===== src/rtl/ask_symbol_framer_if.sv =====
// Signal bundle between the ASK symbol framer, its bit generator and the transmitter pin.
// The master side is the framer; the slave side is the generator/transmitter environment.
interface ask_symbol_framer_if;
  logic start;
  logic data_in;
  logic bit_req;
  logic tx_out;
  logic sym_bit;
  logic busy;
  logic done;

  modport master (
    input  start,
    input  data_in,
    output bit_req,
    output tx_out,
    output sym_bit,
    output busy,
    output done
  );

  modport slave (
    output start,
    output data_in,
    input  bit_req,
    input  tx_out,
    input  sym_bit,
    input  busy,
    input  done
  );
endinterface


===== src/rtl/ask_symbol_framer.sv =====
// Frames a pseudo-random bit stream into preamble/payload/gap packets and on-off keys a
// square-wave carrier with each held symbol; bit_req tells the generator when a bit is taken.
module ask_symbol_framer #(
  parameter int unsigned CARRIER_DIV   = 4,
  parameter int unsigned SYMBOL_CYCLES = 32,
  parameter logic [7:0]  PREAMBLE      = 8'b10101010,
  parameter int unsigned PAYLOAD_BITS  = 16,
  parameter int unsigned GAP_CYCLES    = 64
) (
  input  logic                clk,
  input  logic                rst_n,
  ask_symbol_framer_if.master bus
);

  localparam int unsigned CYC_MAX = (SYMBOL_CYCLES > GAP_CYCLES) ? SYMBOL_CYCLES : GAP_CYCLES;
  localparam int unsigned CYC_W   = (CYC_MAX > 1) ? $clog2(CYC_MAX) : 1;
  localparam int unsigned IDX_MAX = (PAYLOAD_BITS > 8) ? PAYLOAD_BITS : 8;
  localparam int unsigned IDX_W   = $clog2(IDX_MAX);
  localparam int unsigned CAR_W   = (CARRIER_DIV > 1) ? $clog2(CARRIER_DIV) : 1;

  localparam logic [CYC_W-1:0] SYM_LAST = CYC_W'(SYMBOL_CYCLES - 1);
  localparam logic [CYC_W-1:0] GAP_LAST = CYC_W'(GAP_CYCLES - 1);
  localparam logic [IDX_W-1:0] PRE_LAST = IDX_W'(7);
  localparam logic [IDX_W-1:0] PAY_LAST = IDX_W'(PAYLOAD_BITS - 1);
  localparam logic [CAR_W-1:0] CAR_LAST = CAR_W'(CARRIER_DIV - 1);

  typedef enum logic [1:0] {
    ST_IDLE     = 2'd0,
    ST_PREAMBLE = 2'd1,
    ST_PAYLOAD  = 2'd2,
    ST_GAP      = 2'd3
  } state_e;

  state_e           state_q, state_d;
  logic [CYC_W-1:0] cyc_q, cyc_d;
  logic [IDX_W-1:0] idx_q, idx_d;
  logic [CAR_W-1:0] car_q, car_d;
  logic             phase_q, phase_d;
  logic             sym_q, sym_d;

  logic             sym_end_s;
  logic             gap_end_s;
  logic             bit_req_s;
  logic             done_s;
  logic [2:0]       pre_sel_s;
  logic [CAR_W-1:0] car_step_s;
  logic             phase_step_s;

  assign sym_end_s = (cyc_q == SYM_LAST);
  assign gap_end_s = (cyc_q == GAP_LAST);
  assign pre_sel_s = 3'd6 - idx_q[2:0];

  // Strobe the generator on the last cycle of the final preamble symbol and of every
  // payload symbol but the last, so exactly PAYLOAD_BITS bits are consumed per frame.
  always_comb begin
    bit_req_s = 1'b0;
    done_s    = 1'b0;
    if ((state_q == ST_PREAMBLE) && sym_end_s && (idx_q == PRE_LAST)) begin
      bit_req_s = 1'b1;
    end else if ((state_q == ST_PAYLOAD) && sym_end_s && (idx_q != PAY_LAST)) begin
      bit_req_s = 1'b1;
    end else begin
      bit_req_s = 1'b0;
    end
    if ((state_q == ST_GAP) && gap_end_s) begin
      done_s = 1'b1;
    end else begin
      done_s = 1'b0;
    end
  end

  // Free-running carrier step used inside a symbol; symbol boundaries override it.
  always_comb begin
    car_step_s   = car_q;
    phase_step_s = phase_q;
    if (car_q == CAR_LAST) begin
      car_step_s   = {CAR_W{1'b0}};
      phase_step_s = ~phase_q;
    end else begin
      car_step_s   = car_q + CAR_W'(1);
      phase_step_s = phase_q;
    end
  end

  // Next-state logic: frame sequencing, bit index, symbol value and carrier restart.
  always_comb begin
    state_d = state_q;
    cyc_d   = cyc_q;
    idx_d   = idx_q;
    car_d   = car_q;
    phase_d = phase_q;
    sym_d   = sym_q;
    case (state_q)
      ST_IDLE: begin
        car_d   = {CAR_W{1'b0}};
        phase_d = 1'b1;
        if (bus.start) begin
          state_d = ST_PREAMBLE;
          cyc_d   = {CYC_W{1'b0}};
          idx_d   = {IDX_W{1'b0}};
          sym_d   = PREAMBLE[7];
        end else begin
          sym_d   = 1'b0;
        end
      end
      ST_PREAMBLE: begin
        if (sym_end_s) begin
          cyc_d   = {CYC_W{1'b0}};
          car_d   = {CAR_W{1'b0}};
          phase_d = 1'b1;
          if (idx_q == PRE_LAST) begin
            state_d = ST_PAYLOAD;
            idx_d   = {IDX_W{1'b0}};
            sym_d   = bus.data_in;
          end else begin
            idx_d   = idx_q + IDX_W'(1);
            sym_d   = PREAMBLE[pre_sel_s];
          end
        end else begin
          cyc_d   = cyc_q + CYC_W'(1);
          car_d   = car_step_s;
          phase_d = phase_step_s;
        end
      end
      ST_PAYLOAD: begin
        if (sym_end_s) begin
          cyc_d   = {CYC_W{1'b0}};
          car_d   = {CAR_W{1'b0}};
          phase_d = 1'b1;
          if (idx_q == PAY_LAST) begin
            state_d = ST_GAP;
            idx_d   = {IDX_W{1'b0}};
            sym_d   = 1'b0;
          end else begin
            idx_d   = idx_q + IDX_W'(1);
            sym_d   = bus.data_in;
          end
        end else begin
          cyc_d   = cyc_q + CYC_W'(1);
          car_d   = car_step_s;
          phase_d = phase_step_s;
        end
      end
      ST_GAP: begin
        car_d   = {CAR_W{1'b0}};
        phase_d = 1'b1;
        sym_d   = 1'b0;
        if (gap_end_s) begin
          state_d = ST_IDLE;
          cyc_d   = {CYC_W{1'b0}};
        end else begin
          cyc_d   = cyc_q + CYC_W'(1);
        end
      end
      default: begin
        state_d = ST_IDLE;
        cyc_d   = {CYC_W{1'b0}};
        idx_d   = {IDX_W{1'b0}};
        car_d   = {CAR_W{1'b0}};
        phase_d = 1'b1;
        sym_d   = 1'b0;
      end
    endcase
  end

  // State and counter registers; reset aborts any frame in progress.
  always_ff @(posedge clk or negedge rst_n) begin
    if (!rst_n) begin
      state_q <= ST_IDLE;
      cyc_q   <= {CYC_W{1'b0}};
      idx_q   <= {IDX_W{1'b0}};
      car_q   <= {CAR_W{1'b0}};
      phase_q <= 1'b1;
      sym_q   <= 1'b0;
    end else begin
      state_q <= state_d;
      cyc_q   <= cyc_d;
      idx_q   <= idx_d;
      car_q   <= car_d;
      phase_q <= phase_d;
      sym_q   <= sym_d;
    end
  end

  // sym_q and phase_q are both flops, so the keyed carrier needs no extra stage.
  assign bus.tx_out  = sym_q & phase_q;
  assign bus.sym_bit = sym_q;
  assign bus.busy    = (state_q != ST_IDLE);
  assign bus.bit_req = bit_req_s;
  assign bus.done    = done_s;

endmodule


===== src/flat_wrapper.sv =====
// flat-port wrapper written by rule: the top's interface ports become plain ports
module ask_symbol_framer_flat 
#(
  parameter int unsigned CARRIER_DIV   = 4,
  parameter int unsigned SYMBOL_CYCLES = 32,
  parameter logic [7:0]  PREAMBLE      = 8'b10101010,
  parameter int unsigned PAYLOAD_BITS  = 16,
  parameter int unsigned GAP_CYCLES    = 64
)
  (clk, rst_n, bus_start, bus_data_in, bus_bit_req, bus_tx_out, bus_sym_bit, bus_busy, bus_done);
  ask_symbol_framer_if bus_i ();
  input  logic clk;
  input  logic rst_n;
  input wire logic [$bits(bus_i.start)-1:0] bus_start;
  input wire logic [$bits(bus_i.data_in)-1:0] bus_data_in;
  output wire logic [$bits(bus_i.bit_req)-1:0] bus_bit_req;
  output wire logic [$bits(bus_i.tx_out)-1:0] bus_tx_out;
  output wire logic [$bits(bus_i.sym_bit)-1:0] bus_sym_bit;
  output wire logic [$bits(bus_i.busy)-1:0] bus_busy;
  output wire logic [$bits(bus_i.done)-1:0] bus_done;
  assign bus_i.start = bus_start;
  assign bus_i.data_in = bus_data_in;
  assign bus_bit_req = bus_i.bit_req;
  assign bus_tx_out = bus_i.tx_out;
  assign bus_sym_bit = bus_i.sym_bit;
  assign bus_busy = bus_i.busy;
  assign bus_done = bus_i.done;
  ask_symbol_framer #(.CARRIER_DIV(CARRIER_DIV), .SYMBOL_CYCLES(SYMBOL_CYCLES), .PREAMBLE(PREAMBLE), .PAYLOAD_BITS(PAYLOAD_BITS), .GAP_CYCLES(GAP_CYCLES)) u_core (.clk(clk), .rst_n(rst_n), .bus(bus_i));
endmodule

===== config.mk =====
export PLATFORM = sky130hd
export DESIGN_NAME = ask_symbol_framer_flat
export DESIGN_NICKNAME = d
export VERILOG_FILES = /design/src/rtl/ask_symbol_framer_if.sv /design/src/rtl/ask_symbol_framer.sv /design/src/flat_wrapper.sv
export SDC_FILE = /design/constraint.sdc
export NUM_CORES = 1
export LEC_CHECK = 0
export ABC_AREA = 1
export CORE_ASPECT_RATIO = 0.75
export CORE_MARGIN = 2
export CORE_UTILIZATION = 50
export DETAILED_ROUTE_END_ITERATION = 10
export PLACE_DENSITY = 0.73
export SYNTH_ARGS = -nofsm -noshare
export SYNTH_HDL_FRONTEND = slang
export SYNTH_SLANG_ARGS = --single-unit

===== constraint.sdc =====
create_clock -name clk -period 3.7 [get_ports clk]
set_input_delay 0.555 -clock clk [delete_from_list [all_inputs] [get_ports clk]]
set_output_delay 0.555 -clock clk [all_outputs]
set_load 0.02 [all_outputs]

# After elaboration in Yosys (flattened, before gate mapping)
# Memory sizes are Yosys's and may differ from the RTL's.
# Cells that the tools add are included.
totals:
  regBits: 16
  romBits: 8
  inputBits: 4
  elab_cells: 76
  memories: 1
classes:
  addsub: 4
  magnitude_cmp: 1
  n_eq_ne: 16
  muxes: 33
  bitwise: 2
  n_reduce_logical: 13
memory_table:
  columns: ["name", "depth", "word_bits", "read_ports", "rd_clocked_by_memory_dff", "write_ports", "line", "source"]
  rows:
  - ["(no name shown)", 8, 1, 1, 0, 0, "ask_symbol_framer.sv:117", "sym_d = PREAMBLE[pre_sel_s];"]
ops:
  columns: ["cell", "n"]
  rows:
  - ["$mux W4", 5]
  - ["$mux W6", 3]
  - ["$pmux W6 S3", 1]
  - ["$mux W2", 8]
  - ["$pmux W4 S3", 1]
  - ["$mux W1", 11]
  - ["$pmux W2 S4", 1]
  - ["$add A6 B1 Y6 const B", 1]
  - ["$eq A2 B2 Y1 const B", 3]
  - ["$eq A6 B5 Y1 const B", 1]
  - ["$eq A6 B6 Y1 const B", 1]
  - ["$ne A2 B1 Y1 const B", 3]
  - ["$ne A2 B2 Y1 const B", 3]
  - ["$reduce_and A6 Y1", 1]
  - ["$logic_and A1 B1 Y1", 5]
  - ["$add A4 B1 Y4 const B", 1]
  - ["$eq A4 B3 Y1 const B", 1]
  - ["$eq A4 B4 Y1 const B", 1]
  - ["$lt A3 B4 Y1 const B", 1]
  - ["$ne A4 B4 Y1 const B", 1]
  - ["$pmux W1 S4", 1]
  - ["$pmux W2 S2", 1]
  - ["$reduce_and A4 Y1", 1]
  - ["$reduce_or A2 Y1", 2]
  - ["11 further kinds", 11]

# Depth between registers and ports, before layout
# Gate-level depths: netlist (run 1).
depth:
  ltp_word: 6
  depth_mapped: 9
  mapped_depth_nobuf: 9

# Worst setup path after synthesis (run 1)
# Ideal clock, no wire load.
synth_path:
  path_kind: "reg-to-output"
  start: "register u_core.idx_q[0]"
  end: "output bus_bit_req"
  t_arrival_ps: 1161
  setup_slack_ps: 1984
  path_stages_with_launch: 5
  path_cell_list: "dfrtp_1 ha_1 nand3_1 nand2_2 a21oi_1"
synth_via:
  elab_chain_cells: 4
synth_rtl:
  columns: ["item", "line", "source"]
  rows:
  - ["from (decl)", "ask_symbol_framer.sv:36", "logic [IDX_W-1:0] idx_q, idx_d;"]
  - ["from (signal assigned)", "ask_symbol_framer.sv:171", "idx_q <= {IDX_W{1'b0}};"]
  - ["from (signal assigned)", "ask_symbol_framer.sv:178", "idx_q <= idx_d;"]
  - ["$ne A4 B4 Y1", "ask_symbol_framer.sv:60", "end else if ((state_q == ST_PAYLOAD) && sym_end_s && (idx_q != PAY_LAST)) begin"]
  - ["$logic_and A1 B1 Y1", "ask_symbol_framer.sv:60", null]
  - ["$mux W1", "ask_symbol_framer.sv:60", null]
  - ["$mux W1 (*)", "ask_symbol_framer.sv:58", "if ((state_q == ST_PREAMBLE) && sym_end_s && (idx_q == PRE_LAST)) begin"]
  - ["to (decl)", "flat_wrapper.sv:16", "output wire logic [$bits(bus_i.bit_req)-1:0] bus_bit_req;"]
# Mark *: on every way between the ends. The rest lies on a longest branch, timed or not.

# Final worst setup path (run 1)
layout_path:
  start: "register u_core.state_q[1]"
  end: "output bus_bit_req"
layout_via:
  elab_chain_cells: 5
layout_rtl:
  columns: ["item", "line", "source"]
  rows:
  - ["from (decl)", "ask_symbol_framer.sv:34", "state_e state_q, state_d;"]
  - ["from (signal assigned)", "ask_symbol_framer.sv:176", "state_q <= state_d;"]
  - ["$eq A2 B2 Y1", "ask_symbol_framer.sv:60", null]
  - ["$logic_and A1 B1 Y1 (2 in a row)", "ask_symbol_framer.sv:60", null]
  - ["$mux W1", "ask_symbol_framer.sv:60", null]
  - ["$mux W1 (*)", "ask_symbol_framer.sv:58", null]
# Marked as above.

==> results of run 1 <==
## metal layers
layer	vias to the layer above	share of wire [%]	global-route usage, %
li1	455	-	-
met1	413	51	27.70
met2	22	44	29.09
met3	3	4.3	6.140
met4	0	0.47	4.186
met5	-	0	0
## cells by family after synthesis
family                   synth area share, %
AND/OR/NAND/NOR                        37.27
buffers and inverters                  6.658
flip-flops                             37.50
AO/OA/AOI/OAI                          5.958
adder cells (fa/ha/maj)                9.346
XOR/XNOR                               3.272
## state kept, by name (all words and copies together), names as in the netlist
register,cells
u_core.bus.sym_bit,1
u_core.car_q,2
u_core.phase_q,1
u_core.idx_q,4
u_core.state_q,2
u_core.cyc_q,6
## cell type report
type | count | area [sq um]
clock buffers | 4 | 36.28
multi-input cells | 100 | 598.1
well taps | 24 | 30.03
flip-flops and latches | 16 | 401.6
fillers | 186 | 802.0
inverters | 17 | 66.31
repair buffers | 8 | 80.08
## critical path, stage by stage, from the launching register on
cell                              delay (ns)
sky130_fd_sc_hd__dfrtp_1                0.43
sky130_fd_sc_hd__inv_1                  0.12
sky130_fd_sc_hd__ha_1                   0.27
sky130_fd_sc_hd__nand3_1                0.13
sky130_fd_sc_hd__a21oi_1                0.15
sky130_fd_sc_hd__clkdlybuf4s50_1        0.62
## where the power goes
part           switching, uW  leakage [uW]  internal, uW  total (uW)
logic                    336      0.000353           192         529
registers               37.1      0.000211           223         260
clock network           58.3     0.0000210          60.1         118
total                    432      0.000585           475         907
## cells in the mapped netlist
cell type	count
sky130_fd_sc_hd__ha_1	8
sky130_fd_sc_hd__o21ai_0	1
sky130_fd_sc_hd__a21oi_1	5
sky130_fd_sc_hd__nand2_4	1
sky130_fd_sc_hd__nand3b_1	1
sky130_fd_sc_hd__clkbuf_2	1
sky130_fd_sc_hd__o21ai_1	4
sky130_fd_sc_hd__o22ai_1	1
sky130_fd_sc_hd__nor2_2	3
sky130_fd_sc_hd__nor2_4	3
sky130_fd_sc_hd__nand4_1	3
sky130_fd_sc_hd__nand2_1	32
sky130_fd_sc_hd__xnor2_1	1
sky130_fd_sc_hd__inv_4	1
sky130_fd_sc_hd__o211ai_1	1
sky130_fd_sc_hd__nor2_1	9
sky130_fd_sc_hd__nor3_1	1
sky130_fd_sc_hd__nand2_2	6
sky130_fd_sc_hd__nand3_1	13
sky130_fd_sc_hd__xor2_1	3
sky130_fd_sc_hd__inv_1	12
sky130_fd_sc_hd__nand3_4	2
sky130_fd_sc_hd__dfstp_2	1
sky130_fd_sc_hd__or2_2	2
sky130_fd_sc_hd__dfrtp_1	15
sky130_fd_sc_hd__inv_2	4
## through the flow
step                      hold slack, ns  utilization (%)  cells
after floorplan                   0.2594                -    134
after global placement            0.4282            58.39    165
after detailed placement          0.4401            58.39    165
after CTS                         0.4533            60.19    169
after global routing              0.4785            60.19    169
final                             0.4472            60.19    169
## final timing paths
| kind | startpoint | endpoint | slack (ns) | depth (start not counted) |
|---|---|---|---|---|
| min reg2reg | u_core.car_q[0] | u_core.car_q[0] | 0.45 | 1 |
| max in group asynchronous | rst_n | u_core.cyc_q[5] | 2.53 | 1 |
| min | u_core.car_q[0] | u_core.car_q[0] | 0.45 | 1 |
| max | u_core.state_q[1] | bus_bit_req | 1.13 | 5 |
| min in group asynchronous | rst_n | u_core.idx_q[1] | 0.69 | 1 |
| max reg2reg | u_core.state_q[0] | u_core.cyc_q[3] | 2.18 | 8 |
==> run_results.csv, run 1 <==
group,metric,value,unit
timing,final.setup.tns,0,ns
timing,max_freq,389.2,MHz
timing,clock_skew,0.004312,ns
synth,synth_top_cell_area_share,35.05,%
timing,layout_min_cycle_time,2.570,ns
clock_network,cts-htree-levels,1,
placed_design,finalWeightedCongestion,0.8448,
clock_network,cts.root.buffer_cell,"sky130_fd_sc_hd__clkbuf_4",
timing,worst_slack_setup_final,1.131,ns
placed_design,placement.cell_area,1176,sq um
critical_path,data_arrival_time_of_the_worst_path,2.01,ns
clock_network,worst_setup_hold_path_clk_slew,0.10,ns
detailed_routing,detail_route.first_pass.iterations,4,
clock_network,post_cts_setup_driven_buffer_insertion_count,0,
timing,timing.final.crit_share,69.45,%
global_route,grt_antenna_before_repair,0,
power,pwr_density_cell,748.4,nW/um^2
global_route,first_global_vias,835,
placed_design,pre_cts_ws,1.495,ns
global_route,global_route.overflow_total,0,
synth,synth_cell_area,1071,sq um
clock_network,tritoncts,"built",
detailed_routing,drt-vias-per-instance,5.284,
detailed_routing,num_vias,893,
placed_design,detailed_place_hpwl,1626,microns
die,die_width,57.44,microns
final_layout,fin_nets,158,
detailed_routing,post_drt_wl_per_cell,12.49,microns
timing,worst_slew_pin_slew,0.7521,ns
clock_network,postCtsHoldBufs,0,
die,io-pin-count,9,
synth,syn-mean-instance-area,7.993,sq um
synth,flop_and_latch_count_out_of_synthesis,16,
min_path,worst_hold_path_type,"reg2reg",
timing,hold_violations,0,
power,design_power_total,907.3,uW
power,peakVddDrop,0.0005799,V
power,p_leak,0.0005851,uW
global_route,maximum_number_of_pins_on_one_net_before_global_route_repair,17,
final_layout,layout.cells.most_common_list,"sky130_fd_sc_hd__nand2_1, sky130_fd_sc_hd__dfrtp_1, sky130_fd_sc_hd__nand3_1",
detailed_routing,postRouteWirelength,2110,microns
critical_path,end_kind,"output pin",
clock_network,max-clock-path-buffers,2,
timing,slew_viol_final,0,
synth,synthDominantAreaCellType,"sky130_fd_sc_hd__dfrtp_1",
clock_network,later_pin_clock_latency_in_the_skew_report,0.30,ns
die,initial_utilization,53.17,%
critical_path,maximum_fanout_encountered_on_the_critical_timing_path,5,
final_layout,final_layout_size_suffix_gt1_share,18.62,%
detailed_routing,remaining_drc_errors,0,
synth,netlist-cell-type-count,26,
die,chipHeight,44.08,microns
synth,postSynthCellCount,134,
synth,ys_warn_count,0,
timing,setup_viol,0,
timing,relSlewSlack,49.70,%
final_layout,num_antenna_cells,0,
critical_path,cp.required,3.14,ns
critical_path,crit_type,"reg2out",
synth,netlist_top_cells_area,"sky130_fd_sc_hd__dfrtp_1, sky130_fd_sc_hd__nand2_1, sky130_fd_sc_hd__ha_1",
global_route,track_usage,19.38,%
detailed_routing,detailedRoute.firstIterationViolations,28,
run_status,run_status,"finished, final reports clean",
clock_network,sinks_on_the_clock_net,16,
die,placeableCoreArea,2014,sq um
die,fp.dieArea,2532,sq um
final_layout,most_frequent_standard_cell_in_the_layout_excluding_fill_and_tap_cells,"sky130_fd_sc_hd__nand2_1",
critical_path,kind_of_launch_point_of_the_worst_setup_path,"flop",
clock_network,cts-buffers-inserted,3,
synth,sequential_share_of_the_synthesized_area,37.50,%
synth,synth_nets,146,
final_layout,finalInstanceArea,1212,sq um
timing,rsz_0062_raised_after_global_routing,"no",
clock_network,post_cts_resize_count,0,
final_layout,syn_to_final_growth,13.20,%
detailed_routing,final_antenna_net_count,0,
run,timing.max_cap.violations,0,
global_route,grt_pass1_wl,3705,microns
die,rows,14,
placed_design,port_buffers,8,
(Power assumes the default switching activity.)
==> run 2, diff against run 1 <==
- clock period: 3.7 -> 2.5 ns (I/O delays scaled with it)
==> run 2 against run 1 <==
  * Combinational power up 48%
  * Sequential share of layout area fell by 0.068 points
  * Clock-buffer cell count stayed put
  * Flip-flop and latch count unchanged
  * Die area did not move
  * Largest power group unchanged
  * Global-route usage did not move
  * Cell count is the same
  * Register-to-register slack lost 1.2 ns
  * Critical path depth grew 1
  * Critical path type unchanged
  * First-iteration DRC count unchanged
==> run_results.csv, run 2 (synthesized netlist as in run 1, its figures left out) <==
group,metric,value,unit
placed_design,numPlacedInstances,165,
critical_path,kind_of_launch_point_of_the_worst_setup_path,"flop",
placed_design,port_buffers,8,
critical_path,cp.required,2.12,ns
placed_design,pre_cts_ws,0.4746,ns
final_layout,largestRegisters,"u_core.cyc_q (6), u_core.idx_q (4)",
clock_network,cts-buffers-inserted,3,
detailed_routing,final_antenna_net_count,0,
clock_network,later_pin_clock_latency_in_the_skew_report,0.30,ns
global_route,grt_antenna_before_repair,0,
clock_network,cts-htree-levels,1,
global_route,track_usage,19.38,%
die,rows,14,
die,io-pin-count,9,
placed_design,detailed_place_hpwl,1626,microns
min_path,worst_hold_path_type,"reg2reg",
critical_path,end_kind,"output pin",
timing,layout_min_cycle_time,2.244,ns
die,fp.dieArea,2532,sq um
placed_design,finalWeightedCongestion,0.8448,
power,peakVddDrop,0.0008574,V
min_path,worst_hold_startpoint,"u_core.car_q[0]",
timing,whs,0.4472,ns
die,die_width,57.44,microns
global_route,first_global_vias,835,
timing,worst_slew_pin_slew,0.7518,ns
critical_path,crit_path_start,"u_core.cyc_q[0]",
critical_path,r2r_slack,0.98,ns
critical_path,r2r.worst_path.cells,8,
final_layout,most_frequent_standard_cell_in_the_layout_excluding_fill_and_tap_cells,"sky130_fd_sc_hd__nand2_1",
final_layout,fin_nets,158,
power,power.net_switching,638.0,uW
clock_network,postCtsHoldBufs,0,
die,chipHeight,44.08,microns
power,power.internal,703.7,uW
final_layout,flip_flop_count_of_the_largest_register_after_layout,6,
critical_path,crit-reg2reg-capture,"u_core.cyc_q[3]",
timing,timing.final.crit_share,89.76,%
final_layout,layout.cells.most_common_list,"sky130_fd_sc_hd__nand2_1, sky130_fd_sc_hd__dfrtp_1, sky130_fd_sc_hd__nand3_1",
timing,hold_violations,0,
timing,final.setup.tns,0,ns
clock_network,sinks_on_the_clock_net,16,
critical_path,crit_type,"reg2out",
die,placeableCoreArea,2014,sq um
critical_path,r2r-start,"u_core.state_q[0]",
die,initial_utilization,53.17,%
power,power.clock.fraction,13.0,%
power,sequentialPowerShare,28.7,%
timing,relSlewSlack,49.72,%
critical_path,data_arrival_time_of_the_worst_path,1.87,ns
clock_network,worst_setup_hold_path_clk_slew,0.10,ns
timing,max_freq,445.6,MHz
timing,worst_slack_setup_final,0.2561,ns
power,pwr_density_cell,1104,nW/um^2
timing,setup_viol,0,
power,swShare,47.55,%
final_layout,final_layout_size_suffix_gt1_share,18.62,%
critical_path,setup.worst_path.end,"bus_done",
final_layout,final_cell_count_no_fill,169,
clock_network,max-clock-path-buffers,2,
detailed_routing,remaining_drc_errors,0,
clock_network,cts.root.buffer_cell,"sky130_fd_sc_hd__clkbuf_4",
critical_path,maximum_fanout_encountered_on_the_critical_timing_path,3,
global_route,grt_pass1_wl,3705,microns
final_layout,utilization,60.31,%
detailed_routing,post_drt_wl_per_cell,12.46,microns
global_route,maximum_number_of_pins_on_one_net_before_global_route_repair,17,
power,power_frac_comb,58.3,%
detailed_routing,postRouteWirelength,2105,microns
timing,clock_skew,0.004861,ns
clock_network,tritoncts,"built",
final_layout,syn_to_final_growth,13.44,%
detailed_routing,drt-vias-per-instance,5.290,
run_status,run_status,"finished, final reports clean",
final_layout,num_antenna_cells,0,
global_route,global_route.overflow_total,0,
final_layout,register_ranked_first_by_flip_flop_count,"u_core.cyc_q",
power,p_leak,0.0006039,uW
detailed_routing,detailedRoute.firstIterationViolations,28,
timing,rsz_0062_raised_after_global_routing,"no",
timing,slew_viol_final,0,
detailed_routing,num_vias,894,
detailed_routing,detail_route.first_pass.iterations,4,
run,timing.max_cap.violations,0,
[run 2: changes by cell type in the layout (fill, tap and decap cells not counted)]
cell / before / now
sky130_fd_sc_hd__clkdlybuf4s50_1: 8 / 7
sky130_fd_sc_hd__dlymetal6s2s_1: 0 / 1
[run 2: repair_timing]
action / in CTS / in global routing
setup buffers: 0 / 0
gates resized for setup: 0 / 1
endpoints found under the setup margin: 0 / 1
[run 2: power by group through the flow]
stage | sequential [uW] | clock (uW) | combinational, uW
finish | 385 | 175 | 782
global route | 395 | 196 | 875
CTS | 385 | 182 | 788
detailed placement | 390 | 0 | 783
global placement | 383 | 0 | 767
floorplan | 386 | 0 | 588
[run 2: worst min path at each step]
stage / end / slack, ns / depth (start not counted)
6_report: u_core.car_q[0] / 0.45 / 1
5_1_grt: u_core.car_q[0] / 0.48 / 1
4_1_cts: u_core.car_q[0] / 0.45 / 1
3_5_place_dp: u_core.car_q[0] / 0.44 / 1
3_3_place_gp: u_core.car_q[0] / 0.43 / 1
2_1_floorplan: u_core.bus.sym_bit / 0.08 / 0
[run 2: area by class of cell]
class	instances	area, sq um
flip-flops and latches	16	401.6
repair buffers	8	82.58
fillers	184	799.5
multi-input cells	100	598.1
clock buffers	4	36.28
well taps	24	30.03
inverters	17	66.31
[run 2: critical path, cell delays in order (launching register included)]
cell	delay [ns]
sky130_fd_sc_hd__dfrtp_1	0.39
sky130_fd_sc_hd__ha_1	0.20
sky130_fd_sc_hd__nand2_1	0.07
sky130_fd_sc_hd__inv_2	0.09
sky130_fd_sc_hd__nand3_1	0.09
sky130_fd_sc_hd__nor2_1	0.11
sky130_fd_sc_hd__clkdlybuf4s50_1	0.61
[run 2: stage by stage]
stage / area (sq um) / total power [uW]
CTS: 1212 / 1355
detailed placement: 1176 / 1173
global route: 1215 / 1466
floorplan: 1071 / 974.2
finish: 1215 / 1342
global placement: 1176 / 1150
[run 2: layer usage]
metal  vias to the layer above  track usage [%]  routed length (microns)
li1                        456                -                        -
met1                       409            27.70                     1084
met2                        24            29.09                      910
met3                         5            6.140                       92
met4                         0            4.186                       17
met5                         -                0                        0
